$ cat src/rtl/hyper_pkg.sv
// Shared sizes and the dispatch FSM state type for the LSAB-to-DRAM dispatch slice.
package hyper_pkg;

   localparam int SECTIONS    = 4;
   localparam int DRAM_ADDR_W = 12;
   localparam int MV_COUNT_W  = 6;

   typedef enum logic [2:0] {
      ST_IDLE       = 3'd0,
      ST_SELECT     = 3'd1,
      ST_ISSUE      = 3'd2,
      ST_WAIT_START = 3'd3,
      ST_WAIT_DONE  = 3'd4,
      ST_UPDATE     = 3'd5
   } dispatch_state_e;

endpackage

$ cat src/rtl/hyper_rr_pick4.sv
// Combinational 4-way round-robin select: first set request at or after the pointer.
module hyper_rr_pick4 (
   input  logic [3:0] req_i,
   input  logic [1:0] ptr_i,
   output logic [1:0] idx_o,
   output logic       valid_o
);

   always_comb begin
      idx_o   = 2'd0;
      valid_o = 1'b0;
      for (int i = 0; i < 4; i++) begin
         // 2-bit sum wraps 3 -> 0 by construction
         if (!valid_o && req_i[ptr_i + 2'(i)]) begin
            idx_o   = ptr_i + 2'(i);
            valid_o = 1'b1;
         end
      end
   end

endmodule

$ cat src/rtl/hyper_todram_dispatch.sv
// Holds one descriptor per LSAB section and feeds bounded block requests to the mover.
// Handshake: MV_ISSUE is a one-cycle strobe with MV_* held until WORKING has risen and fallen.
module hyper_todram_dispatch
   import hyper_pkg::*;
#(
   parameter int MAX_BLOCK = 32,
   parameter int LEN_W     = 16
) (
   input  logic                   CLK,
   input  logic                   RST,
   input  logic                   DESC_WE,
   input  logic [1:0]             DESC_SECTION,
   input  logic [DRAM_ADDR_W-1:0] DESC_ADDR,
   input  logic [LEN_W-1:0]       DESC_LEN,
   output logic                   DESC_ERR,
   input  logic [SECTIONS-1:0]    LSAB_NONEMPTY,
   output logic [DRAM_ADDR_W-1:0] MV_START_ADDRESS,
   output logic [MV_COUNT_W-1:0]  MV_COUNT_REQ,
   output logic [1:0]             MV_SECTION,
   output logic                   MV_ISSUE,
   input  logic [MV_COUNT_W-1:0]  MV_COUNT_SENT,
   input  logic                   MV_WORKING,
   output logic [SECTIONS-1:0]    PENDING,
   output logic [SECTIONS-1:0]    DONE,
   output logic                   BUSY
);

   localparam logic [LEN_W-1:0] BLOCK_MAX = LEN_W'(MAX_BLOCK);

   dispatch_state_e        state_q, state_d;
   logic [DRAM_ADDR_W-1:0] addr_q [SECTIONS];
   logic [DRAM_ADDR_W-1:0] addr_d [SECTIONS];
   logic [LEN_W-1:0]       len_q  [SECTIONS];
   logic [LEN_W-1:0]       len_d  [SECTIONS];
   logic [1:0]             ptr_q, ptr_d;
   logic [1:0]             cur_q, cur_d;
   logic [DRAM_ADDR_W-1:0] mv_addr_q, mv_addr_d;
   logic [MV_COUNT_W-1:0]  mv_count_q, mv_count_d;
   logic [1:0]             mv_sec_q, mv_sec_d;
   logic [SECTIONS-1:0]    done_q, done_d;
   logic                   err_q, err_d;

   logic [SECTIONS-1:0]    eligible;
   logic [1:0]             pick_idx;
   logic                   pick_valid;
   logic                   in_flight;
   logic [LEN_W-1:0]       sent_ext;
   logic [LEN_W-1:0]       len_cur;
   logic [LEN_W-1:0]       len_after;
   logic [LEN_W-1:0]       len_pick;

   always_comb begin
      PENDING = '0;
      for (int n = 0; n < SECTIONS; n++) PENDING[n] = (len_q[n] != '0);
   end

   assign eligible = PENDING & LSAB_NONEMPTY;

   hyper_rr_pick4 u_pick (
      .req_i   (eligible),
      .ptr_i   (ptr_q),
      .idx_o   (pick_idx),
      .valid_o (pick_valid)
   );

   assign in_flight = (state_q == ST_ISSUE) || (state_q == ST_WAIT_START) ||
                      (state_q == ST_WAIT_DONE) || (state_q == ST_UPDATE);
   assign sent_ext  = LEN_W'(MV_COUNT_SENT);
   assign len_cur   = len_q[cur_q];
   // A mover reporting more than was left is clamped rather than wrapping
   assign len_after = (sent_ext > len_cur) ? '0 : len_cur - sent_ext;
   assign len_pick  = len_q[pick_idx];

   always_comb begin
      state_d    = state_q;
      ptr_d      = ptr_q;
      cur_d      = cur_q;
      mv_addr_d  = mv_addr_q;
      mv_count_d = mv_count_q;
      mv_sec_d   = mv_sec_q;
      done_d     = '0;
      err_d      = 1'b0;
      addr_d     = addr_q;
      len_d      = len_q;

      case (state_q)
         ST_IDLE: if (|eligible) state_d = ST_SELECT;
         ST_SELECT: begin
            if (pick_valid) begin
               cur_d      = pick_idx;
               mv_addr_d  = addr_q[pick_idx];
               mv_count_d = (len_pick > BLOCK_MAX) ? MV_COUNT_W'(BLOCK_MAX) : MV_COUNT_W'(len_pick);
               mv_sec_d   = pick_idx;
               state_d    = ST_ISSUE;
            end else begin
               state_d = ST_IDLE;
            end
         end
         ST_ISSUE:      state_d = ST_WAIT_START;
         ST_WAIT_START: if (MV_WORKING) state_d = ST_WAIT_DONE;
         ST_WAIT_DONE:  if (!MV_WORKING) state_d = ST_UPDATE;
         ST_UPDATE: begin
            addr_d[cur_q] = addr_q[cur_q] + DRAM_ADDR_W'(MV_COUNT_SENT);
            len_d[cur_q]  = len_after;
            // Pointer moves even on zero progress so a starved section cannot hog the mover
            ptr_d         = cur_q + 2'd1;
            if (len_after == '0) done_d[cur_q] = 1'b1;
            state_d       = ST_IDLE;
         end
         default: state_d = ST_IDLE;
      endcase

      // UPDATE only touches cur, and writes to cur are rejected while in flight
      if (DESC_WE) begin
         if (in_flight && (DESC_SECTION == cur_q)) begin
            err_d = 1'b1;
         end else if (DESC_LEN == '0) begin
            addr_d[DESC_SECTION] = '0;
            len_d[DESC_SECTION]  = '0;
         end else begin
            addr_d[DESC_SECTION] = DESC_ADDR;
            len_d[DESC_SECTION]  = DESC_LEN;
         end
      end
   end

   always_ff @(posedge CLK) begin
      if (RST) begin
         state_q    <= ST_IDLE;
         ptr_q      <= 2'd0;
         cur_q      <= 2'd0;
         mv_addr_q  <= '0;
         mv_count_q <= '0;
         mv_sec_q   <= 2'd0;
         done_q     <= '0;
         err_q      <= 1'b0;
         for (int n = 0; n < SECTIONS; n++) begin
            addr_q[n] <= '0;
            len_q[n]  <= '0;
         end
      end else begin
         state_q    <= state_d;
         ptr_q      <= ptr_d;
         cur_q      <= cur_d;
         mv_addr_q  <= mv_addr_d;
         mv_count_q <= mv_count_d;
         mv_sec_q   <= mv_sec_d;
         done_q     <= done_d;
         err_q      <= err_d;
         for (int n = 0; n < SECTIONS; n++) begin
            addr_q[n] <= addr_d[n];
            len_q[n]  <= len_d[n];
         end
      end
   end

   assign MV_START_ADDRESS = mv_addr_q;
   assign MV_COUNT_REQ     = mv_count_q;
   assign MV_SECTION       = mv_sec_q;
   assign MV_ISSUE         = (state_q == ST_ISSUE);
   assign DONE             = done_q;
   assign DESC_ERR         = err_q;
   assign BUSY             = (state_q != ST_IDLE);

endmodule

$ cat config.mk
export PLATFORM = sky130hd
export DESIGN_NAME = hyper_todram_dispatch
export DESIGN_NICKNAME = d
export VERILOG_FILES = /design/src/rtl/hyper_pkg.sv /design/src/rtl/hyper_rr_pick4.sv /design/src/rtl/hyper_todram_dispatch.sv
export SDC_FILE = /design/constraint.sdc
export NUM_CORES = 1
export LEC_CHECK = 0
export ABC_AREA = 1
export BUFFER_PORTS_ARGS = -buffer_cell sky130_fd_sc_hd__buf_2
export CAP_MARGIN = 15
export CORE_MARGIN = 4
export CORE_UTILIZATION = 55
export DETAILED_ROUTE_END_ITERATION = 8
export PLACE_DENSITY = 0.8
export SYNTH_ARGS = -nofsm -noshare
export SYNTH_HDL_FRONTEND = slang
export SYNTH_SLANG_ARGS = --single-unit
export TNS_END_PERCENT = 10
$ cat constraint.sdc
create_clock -name CLK -period 8.4 [get_ports CLK]
set_input_delay 1.26 -clock CLK [delete_from_list [all_inputs] [get_ports CLK]]
set_output_delay 1.26 -clock CLK [all_outputs]
set_load 0.1 [all_outputs]
**Yosys cells after proc, flatten, opt, wreduce, memory -nomap -nowiden**

Index checks and enable logic that the tools add are counted.

- Register bits after elaboration: 142
- Input bits: 44
- Output and inout bits: 31

- Magnitude comparators: 13
- Reduce and logical (&&, ||, !) cells: 26
- Bitwise logic cells: 11
- Muxes and demuxes: 58
- Add/subtract/negate cells: 6
- Eq/ne operators: 9

Operator list:

| kind | number |
|---|---|
| $mux W64 | 4 |
| $mux W48 | 4 |
| $bwmux W64 | 2 |
| $mux W16 | 7 |
| $bwmux W48 | 2 |
| $mux W12 | 6 |
| $and A64 B64 Y64 | 1 |
| $bmux W16 S2 | 2 |
| $demux W16 S2 | 2 |
| $not A64 Y64 | 1 |
| $reduce_bool A16 Y1 | 4 |
| $and A48 B48 Y48 | 1 |
| $bmux W12 S2 | 2 |
| $demux W12 S2 | 2 |
| $not A48 Y48 | 1 |
| $logic_not A16 Y1 | 2 |
| $gt A16 B6 Y1 const B | 1 |
| $gt A6 B16 Y1 | 1 |
| $sub A16 B6 Y16 | 1 |
| $lt A2 B3 Y1 const B | 5 |
| $pmux W3 S5 | 1 |
| $add A12 B6 Y12 | 1 |
| $mux W1 | 10 |
| $mux W2 | 5 |
| 27 further kinds | 55 |

**Logic depth before layout (Yosys ltp)**

- Word-level depth: 20
- Gate-level depth with buffers: 28
- Mapped depth without buffers: 23

**Cells and area by module**

Synthesis repeated with hierarchy kept, for this count alone.

- Cell total of the unflattened synthesis: 1499
- Area total of the unflattened synthesis: 9347.7 µm²

Modules (own cells, without submodules):

| module | cells an instance | area an instance (µm²) | seq. area each (µm²) | times used |
|---|---|---|---|---|
| hyper_todram_dispatch | 1440 | 9028.7 | 2842.7 | 1 |
| hyper_rr_pick4 | 59 | 319.1 | 0.0 | 1 |

**Worst setup path before layout**

Ideal clock, no wire load.

- Path type: reg2reg
- From: register, netlist name MV_SECTION[0]
- To: register done_q[0], in the netlist DONE[0]
- Data required time: 8335 ps
- Period minus slack after synthesis: 4815 ps
- Arrival: 4750 ps
- Path slack: 3585 ps
- Cell stages (with the launch flop): 27
- Path through: dfxtp_1 buf_6 buf_2 buf_2 clkbuf_1 clkbuf_1 o21ai_0 a21oi_1 ha_1 inv_1 fa_1 nand2_1 inv_1 o21ai_0 nand2_1 nand2_1 a21oi_1 nor2_2 nand2_1 nor2_2 buf_6 nor2_1 nor4_1 nand3_1 nor2_1 nand4_2 nor2_1

RTL lines:

| element | line | source |
|---|---|---|
| to (signal assigned) | hyper_todram_dispatch.sv:148 | `done_q <= done_d;` |
| to (decl) | hyper_todram_dispatch.sv:40 | `logic [SECTIONS-1:0] done_q, done_d;` |

==> flow_summary.json <==
{
  "status": "completed",
  "area_delta_synth_final_pct": 10.0,
  "crit_family": "simple AND/OR/NAND/NOR gates",
  "ant_nets": 0,
  "r2r-end": "DONE[3]",
  "cts_resized": 0,
  "cp_num_buf_inv": 3,
  "critical_path_arrival_ns": 5.32,
  "yosys_register_bits": 142,
  "tightest_slew_ns": 1.03,
  "clk_latency_ns": 0.43,
  "syn_nets": 1472,
  "die_area_um2": 18600,
  "grt_pass1_wl_mm": 46.5,
  "synth.distinct_cells": 56,
  "whs_endpoint": "MV_COUNT_REQ[4]",
  "nets": 1491,
  "power.leakage_nw": 4.24,
  "reg2reg_depth": 21,
  "dpl.hpwl_mm": 18.7,
  "cpMaxStageDelayCell": "dfxtp_2",
  "p_total_mw": 3.10,
  "cts_setup_buffers": 0,
  "setup_violations": 0,
  "grt_usage_pct": 31.7,
  "design_area_um2": 9980,
  "cp.depth": 21,
  "layout_common_cells": "nand2_1 (332), nor2_1 (149), dfxtp_1 (141), o21ai_0 (141), a21oi_1 (134)",
  "finClkSkew_ns": 0.00713,
  "clock_sinks": 142,
  "synth_warnings": 0,
  "ios": 75,
  "grt_max_degree": 70,
  "cts_tree": "yes",
  "die_w_um": 136,
  "irDropWorstVdd_v": 0.000187,
  "end_kind": "flop",
  "hold_class": "flop to flop",
  "rows": 46,
  "drt-pass1-iter-count": 8,
  "coreArea_um2": 16000,
  "avgSynthCellArea_um2": 6.44,
  "wl_mm": 29.4,
  "cts_hold_repair.buffers": 0,
  "async_flop_share_pct": 0,
  "cp_max_fo": 36,
  "antenna_found_initial": 0,
  "clk_pin_slew_ns": 0.06,
  "cp_cell_sequence": "buf_4 -> o21ai_0 -> a21oi_1 -> ha_1 -> inv_1 -> fa_1 -> nand2_1 -> inv_1 -> o21ai_0 -> nand2_1 -> nand2_1 -> a21oi_1 -> nor2_2 -> nand2_1 -> nor2_2 -> nor2_1 -> nor4_1 -> nand3_1 -> nor2_1 -> nand4_2 -> nor2_1",
  "holdPathStages": 2,
  "die_h_um": 136,
  "initial_core_util_pct": 56.7,
  "drtIter0Drc": 1224,
  "min-delay-start": "MV_COUNT_REQ[4]",
  "fillers": 1505,
  "gp_congestion": 0.936,
  "fin_setup_tns_ns": 0,
  "final_common_cell": "nand2_1",
  "start_kind": "flop",
  "grt_overflow": 0,
  "synth_area_um2": 9070,
  "synth_cells": 1410,
  "power_density_nw_per_um2": 311,
  "hold_violations": 0,
  "num_vias": 9997,
  "period_share_pct": 58.9,
  "final_util_pct": 62.4,
  "clock.fmax_mhz": 202,
  "regToRegSetupSlack_ns": 3.45,
  "drv_slew": 0,
  "drcViolationCount": 0,
  "placed_area_um2": 9430,
  "worstSetupPathType": "flop to flop",
  "clockBufferDepth": 2,
  "antennaDiodeCount": 0,
  "synth-edff-count": 0,
  "cts-buffers-inserted": 17,
  "grt_pass1_vias": 9017,
  "drive_gt1_share_pct": 11.5,
  "rsz0062_at_grt": "false",
  "cts-root-buf": "clkbuf_16",
  "cp_common_cell": "nand2_1",
  "yosysSeqAreaShare_pct": 31.3,
  "cp_data_required_time_ns": 8.77,
  "slew_headroom_pct": 31.0,
  "wire_per_inst_um": 17.7,
  "cap_violations": 0,
  "critPathMaxStageDelay_ns": 0.79,
  "via_per_inst": 6.03,
  "port_buffers": 74,
  "regToRegStartpoint": "MV_SECTION[0]",
  "synthFlopType": "dfxtp_1",
  "layout_min_cycle_time_ns": 4.95,
  "htreeDepth": 4
}
-- power breakdown --
part           internal, mW  switching [mW]  leakage (nW)  total [mW]
clock network         0.408           0.300         0.269       0.708
logic                 0.415            1.18          2.81        1.59
registers             0.744          0.0609          1.16       0.805
total                  1.57            1.54          4.24        3.10
-- stage by stage --
stage	cells	hold slack, ns	setup WS [ns]
finish	1658	0.463	3.45
global route	1658	0.477	3.09
CTS	1658	0.464	3.70
detailed placement	1626	0.455	3.72
global placement	1626	0.452	3.80
floorplan	1410	0.456	3.58
-- cells in the mapped netlist (all sizes together), types with 3 or more instances --
| cell type | n | area [um2] |
|---|---|---|
| a211oi | 11 | 82.6 |
| a21oi | 137 | 704 |
| a31oi | 45 | 282 |
| a32o | 4 | 40.0 |
| a32oi | 4 | 50.1 |
| buf | 26 | 179 |
| clkbuf | 64 | 240 |
| clkinv | 5 | 21.3 |
| dfxtp | 142 | 2840 |
| ha | 16 | 200 |
| inv | 130 | 490 |
| nand2 | 341 | 1310 |
| nand3 | 54 | 295 |
| nand4 | 13 | 87.6 |
| nor2 | 156 | 593 |
| nor3 | 10 | 76.3 |
| nor4 | 5 | 31.3 |
| o211ai | 42 | 315 |
| o21ai | 146 | 749 |
| o21bai | 7 | 52.6 |
| o221ai | 3 | 26.3 |
| o22ai | 13 | 81.3 |
| or2 | 7 | 43.8 |
| xnor2 | 8 | 70.1 |
| xor2 | 10 | 95.1 |
-- layer usage --
metal	share of wire, %	global-route usage [%]	wire length [um]
met5	0	0	0
met4	4.2	15.1	1240
met3	12	7.85	3460
met2	44	49.3	12900
met1	40	41.2	11700
-- sequential cells by signal (all words and copies together) (netlist names) --
signal            count
MV_COUNT_REQ          6
state_q               3
MV_START_ADDRESS     12
DONE                  4
len_q                64
DESC_ERR              1
addr_q               48
ptr_q                 2
MV_SECTION            2
-- final cells by class --
type                       count  area, um2  share of cell area (%)
multi-input combinational   1043       5320                    53.3
sequential                   142       2840                    28.5
inverter                     135        512                    5.13
timing repair buffer          90        490                    4.91
clock buffer                  23        488                    4.89
tap                          216        270                    2.71
clock inverter                 9       61.3                   0.614
-- worst max-delay path by stage --
stage,from,end,slack [ns]
2_1_floorplan,MV_SECTION[0],DONE[0],3.58
3_3_place_gp,MV_SECTION[0],DONE[0],3.80
3_5_place_dp,MV_SECTION[0],DONE[0],3.72
4_1_cts,MV_SECTION[0],DONE[0],3.70
5_1_grt,MV_SECTION[0],DONE[3],3.09
6_report,MV_SECTION[0],DONE[3],3.45
-- worst min-delay path: stages (launching register included) --
cell and delay (ns):
dfxtp_1 0.31, nand2_1 0.06, a21oi_1 0.05
-- cell families after synthesis --
family | Yosys count | share of synthesized area, %
and+or+nand+nor | 591 | 27.3
AOI/OAI and AO/OA | 416 | 26.6
buffers and inverters | 225 | 10.3
DFF | 142 | 31.3
xor gates and xnor gates | 18 | 1.82
adders and majority gates | 18 | 2.65
Power figures use the tool's default switching activity.
